File: src/rtl/conv1_engine.sv
// First convolution layer engine: 2-tap stride-1 conv + bias, ReLU, requantize and
// saturate, streamed position-major over a valid/ready handshake.
module conv1_engine #(
    parameter int IN_LEN    = 256,
    parameter int N_FILTERS = 20,
    parameter int SHIFT     = 10
) (
    input  logic                        clk,
    input  logic                        rst,
    input  logic                        start,
    output logic                        busy,
    output logic                        done,
    output logic [$clog2(IN_LEN)-1:0]   in_addr,
    input  logic signed [15:0]          in_data,
    output logic                        w_start,
    output logic [4:0]                  input_filter,
    input  logic signed [15:0]          w0,
    input  logic signed [15:0]          w1,
    input  logic signed [31:0]          b,
    output logic                        out_valid,
    input  logic                        out_ready,
    output logic signed [15:0]          out_data,
    output logic [$clog2(IN_LEN)-1:0]   out_pos,
    output logic [4:0]                  out_filter
);

    localparam int AW = $clog2(IN_LEN);
    localparam logic [4:0]    F_LAST = 5'(N_FILTERS - 1);
    localparam logic [AW-1:0] N_LAST = AW'(IN_LEN - 2);

    typedef enum logic [2:0] {IDLE, RD0, RD1, CAPT, CALC, EMIT, FIN} state_t;

    state_t state, state_nxt;

    logic [AW-1:0]      n;
    logic [4:0]         f;
    logic signed [15:0] x0, x1;
    logic signed [33:0] acc;
    logic signed [31:0] p0, p1;
    logic signed [33:0] acc_nxt;
    logic signed [33:0] acc_shr;
    logic signed [15:0] sat_data;

    // Products are full 32-bit; the sum is widened to 34 bits so it can never wrap.
    assign p0      = x0 * w0;
    assign p1      = x1 * w1;
    assign acc_nxt = {{2{p0[31]}}, p0} + {{2{p1[31]}}, p1} + {{2{b[31]}}, b};
    assign acc_shr = acc >>> SHIFT;

    always_comb begin
        sat_data = '0;
        if (acc[33])
            sat_data = '0;
        else if (acc_shr > 34'sd32767)
            sat_data = 16'sd32767;
        else
            sat_data = acc_shr[15:0];
    end

    always_ff @(posedge clk) begin
        if (!rst)
            state <= IDLE;
        else
            state <= state_nxt;
    end

    always_comb begin
        state_nxt = state;
        unique case (state)
            IDLE: if (start) state_nxt = RD0;
            RD0:  state_nxt = RD1;
            RD1:  state_nxt = CAPT;
            CAPT: state_nxt = CALC;
            CALC: state_nxt = EMIT;
            EMIT: begin
                if (out_ready) begin
                    if (f < F_LAST)
                        state_nxt = CALC;
                    else if (n < N_LAST)
                        state_nxt = RD0;
                    else
                        state_nxt = FIN;
                end
            end
            FIN:     state_nxt = IDLE;
            default: state_nxt = IDLE;
        endcase
    end

    // Counters and operand registers; fields stay frozen while EMIT stalls.
    always_ff @(posedge clk) begin
        if (!rst) begin
            n   <= '0;
            f   <= '0;
            x0  <= '0;
            x1  <= '0;
            acc <= '0;
        end else begin
            unique case (state)
                IDLE: begin
                    if (start) begin
                        n <= '0;
                        f <= '0;
                    end
                end
                RD1:  x0  <= in_data;
                CAPT: x1  <= in_data;
                CALC: acc <= acc_nxt;
                EMIT: begin
                    if (out_ready) begin
                        if (f < F_LAST) begin
                            f <= f + 5'd1;
                        end else if (n < N_LAST) begin
                            f <= '0;
                            n <= n + AW'(1);
                        end
                    end
                end
                default: ;
            endcase
        end
    end

    always_comb begin
        busy         = 1'b0;
        done         = 1'b0;
        in_addr      = '0;
        w_start      = 1'b0;
        input_filter = '0;
        out_valid    = 1'b0;
        out_data     = '0;
        out_pos      = '0;
        out_filter   = '0;
        unique case (state)
            RD0: begin
                busy    = 1'b1;
                in_addr = n;
            end
            RD1: begin
                busy    = 1'b1;
                in_addr = n + AW'(1);
            end
            CAPT: busy = 1'b1;
            CALC: begin
                busy         = 1'b1;
                w_start      = 1'b1;
                input_filter = f;
            end
            EMIT: begin
                busy       = 1'b1;
                out_valid  = 1'b1;
                out_data   = sat_data;
                out_pos    = n;
                out_filter = f;
            end
            FIN:     done = 1'b1;
            default: ;
        endcase
    end

endmodule
File: config.mk
export PLATFORM = sky130hd
export DESIGN_NAME = conv1_engine
export DESIGN_NICKNAME = d
export VERILOG_FILES = /design/src/rtl/conv1_engine.sv
export SDC_FILE = /design/constraint.sdc
export NUM_CORES = 2
export LEC_CHECK = 0
export BUFFER_PORTS_ARGS = -buffer_cell sky130_fd_sc_hd__clkbuf_2
export CAP_MARGIN = 20
export CORE_ASPECT_RATIO = 0.7
export CORE_MARGIN = 2
export CORE_UTILIZATION = 55
export DETAILED_ROUTE_END_ITERATION = 7
export HOLD_SLACK_MARGIN = 0.12
export PLACE_DENSITY = 0.8
export SLEW_MARGIN = 20
export SYNTH_ARGS = -nofsm -noshare
export SYNTH_HDL_FRONTEND = slang
export SYNTH_SLANG_ARGS = --single-unit
export TNS_END_PERCENT = 1
File: constraint.sdc
create_clock -name clk -period 7.19 [get_ports clk]
set_clock_uncertainty 0.2 [all_clocks]
set_input_delay 0.3595 -clock clk [delete_from_list [all_inputs] [get_ports clk]]
set_output_delay 0.3595 -clock clk [all_outputs]
set_load 0.01 [all_outputs]
==> summary.md <==
| Metric | Value |
|---|---|
| Initial core utilization | 55.7% |
| Max Cap Viol | 0 |
| Maximum fanout along the worst path | 8 |
| Pre-CTS WS | -0.211 ns |
| # IOs | 130 |
| Worst hold path class | in2reg |
| Pwr/cell area | 250 mW/mm² |
| Number of diodes | 0 |
| Worst ir drop on vdd | 0.000506 V |
| Minimum clock period | 7.25 ns |
| Hold_sp | start |
| Pin count of the biggest net entering global routing | 50 |
| Post-synth design cell area | 0.0244 mm² |
| Worst Path Required | 7.29 ns |
| Chip Width | 256 µm |
| CTS Buffer Depth | 2 |
| Tcrit/Tclk final | 101% |
| EDFF count, synth | 0 |
| Fin worst setup slack | -0.0552 ns |
| DR iter-0 viols | 1,537 |
| R2r setup slk | -0.06 ns |
| Worst Setup Path Type | reg2reg |
| Final Power | 6.95 mW |
| Setup-failing EPs final | 4 |
| Clock transition at path regs | 0.07 ns |
| Setup TNS | -0.121 ns |
| Final ANT Viol Nets | 0 |
| Via/cell ratio | 5.21 |
| IO Port Bufs | 128 |
| Total CTS buffers | 9 |
| Netlist cell types | 62 |
| Gate Count Post-Synth | 2,656 |
| Syn Area/Cell | 9.17 µm² |
| CP Launch Type | register |
| Worst reg2reg path endpoint | acc[29]$_SDFFE_PN0P_ |
| Fmax | 0.138 GHz |
| Syn Nets | 3,523 |
| Clock sinks | 72 |
| Tightest Pin Transition | 0.979 ns |
| P_leak | 14.4 nW |
| Ys Warns | 0 |
| HPWL after DPL | 57,500 µm |
| WL/cell | 18.6 µm |
| Fin nets | 3,776 |
| Clk root buf | clkbuf_16 |
| Vias in the first global route | 20,346 |
| Routability cong. | 0.959 |
| Finished Layout Cells | 3,508 |
| Initial antenna violation count | 0 |
| RSZ-0062 raised after global routing | true |
| Primary FF master, synth | dfxtp_1 |
| Cell depth of the worst hold path | 3 |
| First-pass GRT wire length | 108,000 µm |
| Final hold viol count | 0 |
| Post-Route Utilization | 63.5% |
| # rows | 64 |
| Status | finished with violations |
| CP Capture Type | register |
| Post-DP Area | 0.0269 mm² |
| Total number of vias | 18,260 |
| Worst Hold Endpoint | state[1]$_SDFFE_PN0P_ |
| Synth async-reset ratio | 0% |
| Worst flop-to-flop path startpoint | x0[9]$_SDFFE_PN0P_ |
| Die Ht | 180 µm |
| Register area share after synthesis | 5.92% |
| Global route overflow | 0 |
| CTS tree | yes |
| Clk Latency, worst-skew pair | 0.37 ns |
| Violated checks | negative setup slack |
| R2r worst-path depth | 24 |
| Share of layout cells above drive strength 1 | 14.8% |
| H-tree Lvls | 3 |
| Final wirelength | 65,100 µm |
| Placed instance count | 3,461 |
| Die area | 0.0460 mm² |
| Final Max Tran Viols | 0 |
| Final Instance Area | 0.0278 mm² |
| Arrival @ worst endpoint | 7.34 ns |
| Fill cell count | 3,477 |
| Area grow syn2layout | 14.0% |
| Drt pass-1 iters | 6 |
| FF+latch count, synth | 72 |
| All-Layer GR Usage | 30.0% |
| DRC errors left | 0 |
| Max-slew headroom | 34.6% |
| Core area | 0.0437 mm² |
| Fin Hold WS | 0.148 ns |
[cells in the mapped netlist (6+ instances only)]
cell,instances,area [µm²]
o21ai_1,9,45.0
inv_1,736,2760
a22oi_1,9,67.6
nand2_1,376,1410
nor3_1,7,35.0
o21a_1,16,120
nor2b_1,7,43.8
fa_1,647,13000
o21ai_0,12,60.1
ha_1,136,1700
and3_1,22,138
dfxtp_1,72,1440
nand2b_1,23,144
a21o_1,9,67.6
and2_1,216,1350
clkbuf_1,95,357
a21oi_1,65,325
xor2_1,11,96.3
nor2_1,58,218
nand4_1,9,56.3
xnor2_1,23,201
nand3_1,24,120
a211oi_1,6,45.0
[layout make-up]
| type | instances | area (µm²) | share of cell area (%) |
|---|---|---|---|
| flip-flops and latches | 72 | 1480 | 5.34 |
| inverters | 738 | 2770 | 9.98 |
| multi-input cells | 1747 | 20000 | 72.1 |
| repair buffers | 341 | 2460 | 8.85 |
| clock buffers | 10 | 229 | 0.824 |
| clock inverters | 6 | 67.6 | 0.243 |
| well taps | 594 | 743 | 2.67 |
[power breakdown]
part / total [mW] / internal [mW] / switching (mW)
sequential: 0.441 / 0.416 / 0.0250
combinational: 6.03 / 2.68 / 3.35
clock: 0.476 / 0.271 / 0.206
total: 6.95 / 3.37 / 3.58
[per-layer routing]
| metal | vias up | routed length (µm) | track usage, % |
|---|---|---|---|
| met5 | - | 0 | 0 |
| met1 | 9208 | 27200 | 41.7 |
| met2 | 818 | 28700 | 45.1 |
| li1 | 8126 | - | - |
| met3 | 108 | 8050 | 12.2 |
| met4 | 0 | 1140 | 5.15 |
[timing repair]
item	CTS	global route
setup endpoints to repair	16	20
resized for setup	26	54
pin swaps	5	33
hold buffers	16	0
endpoints found under the hold margin	27	0
buffers inserted	0	14
gates cloned	0	1
[worst max path at each step]
stage	start	slack [ns]	endpoint
after floorplan	x1[15]$_SDFFE_PN0P_	0.0003	acc[32]$_SDFFE_PN0P_
after global placement	x0[6]$_SDFFE_PN0P_	-0.1	acc[23]$_SDFFE_PN0P_
after detailed placement	w0[3]	-0.21	acc[33]$_SDFFE_PN0P_
after CTS	x0[15]$_SDFFE_PN0P_	-0.03	acc[33]$_SDFFE_PN0P_
after global routing	x0[8]$_SDFFE_PN0P_	-0.23	acc[22]$_SDFFE_PN0P_
final	x0[9]$_SDFFE_PN0P_	-0.06	acc[29]$_SDFFE_PN0P_
[sequential cells by signal, indices dropped and copies added, names as in the netlist]
register  count
acc          24
f             5
n             8
state         3
x0           16
x1           16
[cell usage in the layout (no fill, tap or decap), types with 9 or more instances in the layout]
cell	instances
clkbuf_16	10
clkbuf_2	128
xnor2_1	22
a22oi_1	9
dfxtp_2	16
nor2_1	58
and3_1	22
fa_1	631
dlygate4sd3_1	16
o21a_1	16
o21ai_0	12
nand2b_1	23
buf_12	12
nand2_1	370
dfxtp_1	50
xor2_1	10
a21oi_1	64
fa_2	16
a21o_1	9
ha_1	132
nand3_1	24
and2_1	215
buf_4	180
nand4_1	9
inv_1	729
[worst max-delay path: stages, from the launching register on]
cell and delay (ns):
dfxtp_4 0.36, buf_12 0.13, clkbuf_16 0.16, buf_4 0.14
and2_1 0.15, fa_1 0.44, fa_1 0.51, inv_1 0.06
fa_1 0.53, inv_1 0.05, fa_1 0.48, fa_1 0.69
fa_2 0.51, fa_1 0.53, fa_1 0.48, ha_4 0.30
a21oi_1 0.06, nor2b_1 0.12, o21ai_1 0.09, a211o_1 0.31
buf_4 0.16, o21ai_4 0.08, nand4_1 0.15, a2111o_1 0.38
a21oi_1 0.13
[cells by family after synthesis]
kind of cell	count (synthesis)	synth area share, %
fa+ha+maj	783	60.2
xor+xnor	34	1.22
other cells	1	0.0154
buf+inv	837	12.9
simple gates	767	15.3
flops	72	5.92
mux	1	0.0411
compound gates	161	4.46
No activity file was read; power rests on OpenSTA's default activity.
